==> config.mk <==
export PLATFORM = sky130hd
export DESIGN_NAME = reg_file_flat
export DESIGN_NICKNAME = d
export VERILOG_FILES = /design/src/rtl/reg_file_if.sv /design/src/rtl/reg_file.sv /design/src/flat_wrapper.sv
export SDC_FILE = /design/constraint.sdc
export NUM_CORES = 2
export LEC_CHECK = 0
export CAP_MARGIN = 20
export CORE_MARGIN = 2
export CORE_UTILIZATION = 45
export CTS_CLUSTER_SIZE = 12
export DETAILED_ROUTE_END_ITERATION = 6
export PLACE_DENSITY = 0.73
export RECOVER_POWER = 25
export SETUP_SLACK_MARGIN = 0.05
export SLEW_MARGIN = 0
export SYNTH_ARGS = -nofsm -noshare
export SYNTH_HDL_FRONTEND = slang
export SYNTH_SLANG_ARGS = --single-unit
export TNS_END_PERCENT = 100
==> constraint.sdc <==
create_clock -name clk -period 44.9 [get_ports clk]
set_input_delay 4.49 -clock clk [delete_from_list [all_inputs] [get_ports clk]]
set_output_delay 4.49 -clock clk [all_outputs]
set_load 0.01 [all_outputs]
==> src/rtl/reg_file_if.sv <==
// Register file access bundle: two operand read ports, one write-back port,
// one debug read port and the committed-write counter.
// master: datapath/testbench side (drives indices, write data, enable);
// slave: reg_file (drives read data and Write_count).
interface reg_file_if #(
    parameter int DATA_W = 32,
    parameter int ADDR_W = 5
);
    logic [ADDR_W-1:0] Rs_addr;
    logic [ADDR_W-1:0] Rt_addr;
    logic [ADDR_W-1:0] Rd_addr;
    logic [DATA_W-1:0] Rd_data;
    logic              Reg_write;
    logic [DATA_W-1:0] Rs_data;
    logic [DATA_W-1:0] Rt_data;
    logic [ADDR_W-1:0] Dbg_addr;
    logic [DATA_W-1:0] Dbg_data;
    logic [15:0]       Write_count;

    modport master (
        output Rs_addr,
        output Rt_addr,
        output Rd_addr,
        output Rd_data,
        output Reg_write,
        output Dbg_addr,
        input  Rs_data,
        input  Rt_data,
        input  Dbg_data,
        input  Write_count
    );

    modport slave (
        input  Rs_addr,
        input  Rt_addr,
        input  Rd_addr,
        input  Rd_data,
        input  Reg_write,
        input  Dbg_addr,
        output Rs_data,
        output Rt_data,
        output Dbg_data,
        output Write_count
    );
endinterface

==> src/rtl/reg_file.sv <==
// Architectural general-purpose register file feeding the ALU operands.
// Latency: reads are combinational (zero cycles); writes commit on rising clk.
// Backpressure: none; accepts one write-back every cycle.
//
// Ports:
//   clk  - system clock, writes commit on its rising edge
//   rst  - asynchronous active-high reset; clears all entries and Write_count
//   bus  - reg_file_if.slave: Rs/Rt/Dbg read ports, Rd write port,
//          Reg_write enable, 16-bit Write_count of committed writes
//
// Optional feature macro: REG_FILE_WRITE_BYPASS_EN
//   defined   - a pending write (Reg_write=1, Rd_addr!=0, rst=0) is forwarded
//               combinationally to any read port whose index equals Rd_addr
//   undefined - reads return only the stored value; a write becomes visible
//               in the cycle after the edge that commits it
module reg_file #(
    parameter int DATA_W = 32,
    parameter int ADDR_W = 5
) (
    input  logic       clk,
    input  logic       rst,
    reg_file_if.slave  bus
);
    localparam int DEPTH = 2 ** ADDR_W;

    // Entry 0 is hardwired to zero, so no storage is kept for it.
    logic [DATA_W-1:0] r_regs [1:DEPTH-1];
    logic [15:0]       r_write_count;

    // A write commits only to a non-zero index; writes aimed at index 0 are
    // dropped entirely, including the counter increment.
    logic w_commit;
    assign w_commit = bus.Reg_write && (bus.Rd_addr != '0);

    always_ff @(posedge clk or posedge rst) begin
        if (rst) begin
            for (int i = 1; i < DEPTH; i++) begin
                r_regs[i] <= '0;
            end
            r_write_count <= '0;
        end else if (w_commit) begin
            r_regs[bus.Rd_addr] <= bus.Rd_data;
            // Natural 16-bit wrap 0xFFFF -> 0x0000.
            r_write_count       <= r_write_count + 16'd1;
        end
    end

    // Stored-value read with index 0 forced to zero.
    function automatic logic [DATA_W-1:0] read_stored(input logic [ADDR_W-1:0] a);
        logic [DATA_W-1:0] v;
        v = '0;
        if (a != '0) begin
            v = r_regs[a];
        end
        return v;
    endfunction

    logic [DATA_W-1:0] w_rs_data;
    logic [DATA_W-1:0] w_rt_data;
    logic [DATA_W-1:0] w_dbg_data;

`ifdef REG_FILE_WRITE_BYPASS_EN
    // Forwarding is held off during reset so every port reads 0 while rst
    // is asserted. Because w_commit already excludes index 0, a match can
    // never make index 0 read non-zero.
    logic w_fwd_en;
    assign w_fwd_en = w_commit && !rst;

    always_comb begin
        w_rs_data  = read_stored(bus.Rs_addr);
        w_rt_data  = read_stored(bus.Rt_addr);
        w_dbg_data = read_stored(bus.Dbg_addr);
        if (w_fwd_en && (bus.Rs_addr == bus.Rd_addr)) begin
            w_rs_data = bus.Rd_data;
        end
        if (w_fwd_en && (bus.Rt_addr == bus.Rd_addr)) begin
            w_rt_data = bus.Rd_data;
        end
        if (w_fwd_en && (bus.Dbg_addr == bus.Rd_addr)) begin
            w_dbg_data = bus.Rd_data;
        end
    end
`else
    always_comb begin
        w_rs_data  = read_stored(bus.Rs_addr);
        w_rt_data  = read_stored(bus.Rt_addr);
        w_dbg_data = read_stored(bus.Dbg_addr);
    end
`endif

    assign bus.Rs_data     = w_rs_data;
    assign bus.Rt_data     = w_rt_data;
    assign bus.Dbg_data    = w_dbg_data;
    assign bus.Write_count = r_write_count;

endmodule

==> src/flat_wrapper.sv <==
// flat-port wrapper written by rule: the top's interface ports become plain ports
module reg_file_flat 
#(
    parameter int DATA_W = 32,
    parameter int ADDR_W = 5
)
  (clk, rst, bus_Rs_addr, bus_Rt_addr, bus_Rd_addr, bus_Rd_data, bus_Reg_write, bus_Dbg_addr, bus_Rs_data, bus_Rt_data, bus_Dbg_data, bus_Write_count);
  reg_file_if #(.DATA_W(DATA_W), .ADDR_W(ADDR_W)) bus_i ();
  input  logic clk;
  input  logic rst;
  input wire logic [$bits(bus_i.Rs_addr)-1:0] bus_Rs_addr;
  input wire logic [$bits(bus_i.Rt_addr)-1:0] bus_Rt_addr;
  input wire logic [$bits(bus_i.Rd_addr)-1:0] bus_Rd_addr;
  input wire logic [$bits(bus_i.Rd_data)-1:0] bus_Rd_data;
  input wire logic [$bits(bus_i.Reg_write)-1:0] bus_Reg_write;
  input wire logic [$bits(bus_i.Dbg_addr)-1:0] bus_Dbg_addr;
  output wire logic [$bits(bus_i.Rs_data)-1:0] bus_Rs_data;
  output wire logic [$bits(bus_i.Rt_data)-1:0] bus_Rt_data;
  output wire logic [$bits(bus_i.Dbg_data)-1:0] bus_Dbg_data;
  output wire logic [$bits(bus_i.Write_count)-1:0] bus_Write_count;
  assign bus_i.Rs_addr = bus_Rs_addr;
  assign bus_i.Rt_addr = bus_Rt_addr;
  assign bus_i.Rd_addr = bus_Rd_addr;
  assign bus_i.Rd_data = bus_Rd_data;
  assign bus_i.Reg_write = bus_Reg_write;
  assign bus_i.Dbg_addr = bus_Dbg_addr;
  assign bus_Rs_data = bus_i.Rs_data;
  assign bus_Rt_data = bus_i.Rt_data;
  assign bus_Dbg_data = bus_i.Dbg_data;
  assign bus_Write_count = bus_i.Write_count;
  reg_file #(.DATA_W(DATA_W), .ADDR_W(ADDR_W)) u_core (.clk(clk), .rst(rst), .bus(bus_i));
endmodule
After elaboration in Yosys (flattened, before gate mapping)
Index checks and enable logic that the tools add are counted.
{"block": "totals", "register_bits": 1008}
{"block": "classes", "n_addsub": 1, "order_cmp": 5, "mux": 15, "bitwise": 4, "reduce_logical": 6}
{"cell": "$bwmux 992", "count": 1}
{"cell": "$bmux 32 s5", "count": 3}
{"cell": "$mux 32", "count": 10}
{"cell": "$demux 32 s5", "count": 1}
{"cell": "$ge 6x6->1 const B", "count": 4}
{"cell": "$not 5->6", "count": 4}
{"cell": "$reduce_bool 5->1", "count": 4}
{"cell": "$add 16x1->16 const B", "count": 1}
{"cell": "$lt 6x1->1 const B", "count": 1}
{"cell": "$logic_and 1x1->1", "count": 2}

Longest topological paths before layout
{"block": "logic_depth", "depth_word": 6, "depth_mapped": 9}

Worst setup path before layout
OpenSTA, ideal clock, no wires.
{"block": "synth_path", "kind": "input-to-output", "startpoint": "input bus_Rs_addr[0]", "endpoint": "output bus_Rs_data[10]", "arrival_time_ns": 6.192, "path_slack_ns": 34.218, "cell_stages": 7, "path_buffers": 3, "path_cell_list": "buf_2 buf_2 buf_2 mux4_2 a22o_1 o21ai_0 o31ai_1"}
{"block": "synth_via", "elab_chain_len": 5, "elab_cells_between_ends": 6}
{"element": "from (decl)", "line": "flat_wrapper.sv:11", "rtl": "input wire logic [$bits(bus_i.Rs_addr)-1:0] bus_Rs_addr;"}
{"element": "$not 5->6 (not written as such)", "line": "reg_file.sv:53", "rtl": "v = r_regs[a];"}
{"element": "$bmux 32 s5", "line": "reg_file.sv:53"}
{"element": "$mux 32 (not written as such) (2 in a row)", "line": "reg_file.sv:53"}
{"element": "$mux 32 (*)", "line": "reg_file.sv:52", "rtl": "if (a != '0) begin"}
{"element": "to (decl)", "line": "flat_wrapper.sv:17", "rtl": "output wire logic [$bits(bus_i.Rs_data)-1:0] bus_Rs_data;"}
Mark *: on every way between the ends. The rest lies on a longest branch, timed or not. The select of a mux whose other input is x is not followed.

==> results.yml <==
status:
  status: "finished with violations"
  violations: "capacitance limit, slew limit"
final_layout:
  num-nets-final: 4317
  drive_above_1_share: 0.4647
  syn_to_final_growth_pct: 11.19
  fillers: 11319
  regArea_mm2: 0.02522
  fin_area_mm2: 0.06876
  fin_util: 0.5020
  multiInputGateArea_mm2: 0.03464
power_and_ir_drop:
  pwr_density_cell_mw_per_mm2: 42.60
  p_leak_nw: 28.87
  ir_drop_v: 0.00003119
worst_hold_path:
  hold_class: "register to register"
  hp-start: "u_core.bus.Write_count[15]$_DFFE_PP0P_"
  holdPathEnd: "u_core.bus.Write_count[15]$_DFFE_PP0P_"
  hold_depth: 1
sta:
  setup_viol: 0
  slew_viol_final: 548
  period_share: 0.3497
  hold_viol: 0
  fin_setup_tns_ps: 0
  finalClockSkew_ps: 11.55
  fmax_mhz: 63.69
  setup_ws_ps: 29200
  period_needed_ps: 15700
  rsz0062_at_grt: "false"
  worst_pin_slew_ps: 8822
  relSlewSlack: -4.882
placed_design:
  hpwl_um: 121400
  pre_cts_slack_ps: 30850
  dpl_cell_area_mm2: 0.06476
  gp_congestion: 0.8425
  portBuffers: 166
route:
  drc: 0
  antenna_left: 0
  drt_iter0_drc: 5467
  vias_per_cell: 7.100
  vias: 43621
  first_pass_iters: 5
  wire_per_inst_um: 34.16
  routed_wl_um: 209900
floorplanning:
  rows: 136
  io_pins: 167
  die_w_um: 374.7
  die_area_mm2: 0.1404
  dieHeight_um: 374.7
  start_util: 0.4514
  coreArea_mm2: 0.1370
logic_synthesis:
  syn_inst: 4358
  ys.flop_type: "dfrtp_1"
  synth_cell_types: 41
  avgSynthCellArea_um2: 14.19
  synthTopCellsByArea: "dfrtp_1 41%, mux4_2 21%, mux2_2 20%"
  synth_area_mm2: 0.06184
  ys_warn_count: 0
  synth_nets: 4414
  ys_ff_latch: 1008
  synth_top_area_share: 0.4079
  async_flop_share: 1.000
  yosys.area.top_type: "dfrtp_1"
  ys_seq_area_frac: 0.4079
  synth_edf_count: 0
critical_path:
  critPathArrivalTime_ps: 14320
  required_ps: 43520
  r2r-end: "u_core.bus.Write_count[15]$_DFFE_PP0P_"
  r2r_setup_slack_ps: 43140
  cp-end-kind: "async pin"
  worstPathMaxFanout: 171
  r2r_cells: 5
  cp_cell_sequence: "dlygate4sd3_1, clkinvlp_2, clkbuf_1"
  r2r_start: "u_core.bus.Write_count[2]$_DFFE_PP0P_"
  start_kind: "primary input"
  critical_path_class: "primary input to async pin"
  cp_slowest_cell: "clkbuf_1"
  cpLargestDelayFamily: "buffers and inverters"
  critPathBufInv: 3
  slowest_delay_ps: 6310
clock_tree:
  cts_sinks: 1008
  postCtsSetupRepairBufs: 0
  cts_buffer_depth: 3
  clk_pin_slew_worst_paths_ps: 60
  clk_latency_ps: 720
  cts_tree: "yes"
  cts-buffers-inserted: 110
  ctsHoldBuffers: 0
  htree_levels: 3
  cts_resized: 0
  cts-root-buf: "clkbuf_16"
global_routing:
  grt_max_degree: 172
  gr-total-overflow: 0
  track_usage: 0.2970
  grt_antenna_before_repair: 12
  grt_first_pass_wirelength_um: 307200
  first_global_vias: 44206
run:
  cap_viol_max_count: 5
[worst max-delay path by stage]
| stage | start | end | slack (ps) | cells past startpoint |
|---|---|---|---|---|
| after floorplan | rst | u_core.bus.Write_count[0]$_DFFE_PP0P_ | 12050 | 1 |
| after CTS | bus_Rt_addr[0] | bus_Rt_data[29] | 30820 | 9 |
| after global placement | bus_Rt_addr[0] | bus_Rt_data[29] | 30800 | 9 |
| final | rst | u_core.r_regs[436]$_DFFE_PP0P_ | 29200 | 3 |
| after detailed placement | bus_Rt_addr[0] | bus_Rt_data[29] | 30850 | 9 |
| after global routing | rst | u_core.r_regs[115]$_DFFE_PP0P_ | 26670 | 3 |
[through the flow]
step	cells	total power [mW]	hold slack, ps
final	6144	2.929	480.5
after global routing	6141	3.040	508.8
after CTS	6121	2.917	479.3
after detailed placement	5923	2.006	471.4
after global placement	5920	1.973	464.8
after floorplan	4358	1.780	492.9
[worst register-to-register path, delay by kind of cell, from the launching register on]
kind                      cells  cell delay (ps)
and+or+nand+nor               2              280
buffers and inverters         1              320
xor gates and xnor gates      1              150
DFF                           1              450
AOI/OAI and AO/OA             1              450
[power breakdown]
part | internal (mW) | switching (mW) | leakage, nW | total (mW)
clock network | 0.528 | 0.388 | 1.77 | 0.916
logic | 0.446 | 0.309 | 14.2 | 0.755
registers | 1.09 | 0.172 | 12.9 | 1.26
[area by class of cell]
cell class | count | area share
sequential | 1008 | 0.3669
clock buffer | 175 | 0.04902
inverter | 8 | 0.0004549
antenna | 3 | 0.0001092
multi-input combinational | 2837 | 0.5039
tap | 1794 | 0.03265
timing repair buffer | 296 | 0.04378
clock inverter | 23 | 0.003275
[cell families (layout without fill, tap and decap cells)]
| logic type | after synthesis | after routing | share of synthesized area |
|---|---|---|---|
| mux | 1953 | 1953 | 0.4547 |
| buf+inv | 513 | 502 | 0.03510 |
| xor+xnor | 15 | 15 | 0.002124 |
| other cells | 0 | 3 | 0 |
| flops | 1008 | 1008 | 0.4079 |
| compound gates | 675 | 675 | 0.08190 |
| fa+ha+maj | 1 | 1 | 0.0002023 |
| simple gates | 193 | 193 | 0.01811 |
[cells in the mapped netlist, types with 4 or more instances]
master    number
nand4_1        5
nand3b_1       4
nor2b_1        9
nand3_1        7
xnor2_1       11
mux4_2       576
a22o_1       287
o31ai_1       96
o21ai_0       97
o22ai_1       96
inv_1          8
nand2b_1       4
a211oi_1      96
buf_2        150
nor3b_1        4
dfrtp_1     1008
buf_4         15
and2_1        99
mux2i_1      290
mux2_2      1086
xor2_1         4
nand2_1       26
nor2_1        21
clkbuf_1     290
buf_1         49
[sequential cells by signal (all words and copies together) (netlist names)]
name,flops
u_core.r_regs,992
u_core.bus.Write_count,16
[layout by cell type (no fill, tap or decap), types with 7 or more instances in the layout]
cell,synthesis,final
nand2_2,0,18
mux4_2,576,576
clkbuf_1,290,37
buf_16,0,11
dfrtp_1,1008,1008
o21ai_0,97,97
nand2_1,26,8
clkdlybuf4s50_1,0,148
nor2_1,21,11
o22ai_1,96,96
mux2_2,1086,1086
buf_4,15,109
nand3_1,7,7
a211oi_1,96,96
nor2_4,0,10
clkbuf_16,0,119
o31ai_1,96,96
buf_8,0,11
and2_1,99,96
clkinv_2,0,13
xnor2_1,11,11
nor2b_4,0,9
mux2i_1,290,290
clkbuf_8,0,31
a22o_1,287,287
[layer usage]
| layer | part of all wire | vias up | global-route usage |
|---|---|---|---|
| met1 | 0.37 | 22954 | 0.3783 |
| met5 | 0.00056 | - | 0 |
| li1 | - | 17151 | - |
| met4 | 0.057 | 16 | 0.1570 |
| met2 | 0.46 | 2811 | 0.4581 |
| met3 | 0.11 | 689 | 0.08865 |
No activity file was read; power rests on OpenSTA's default activity.
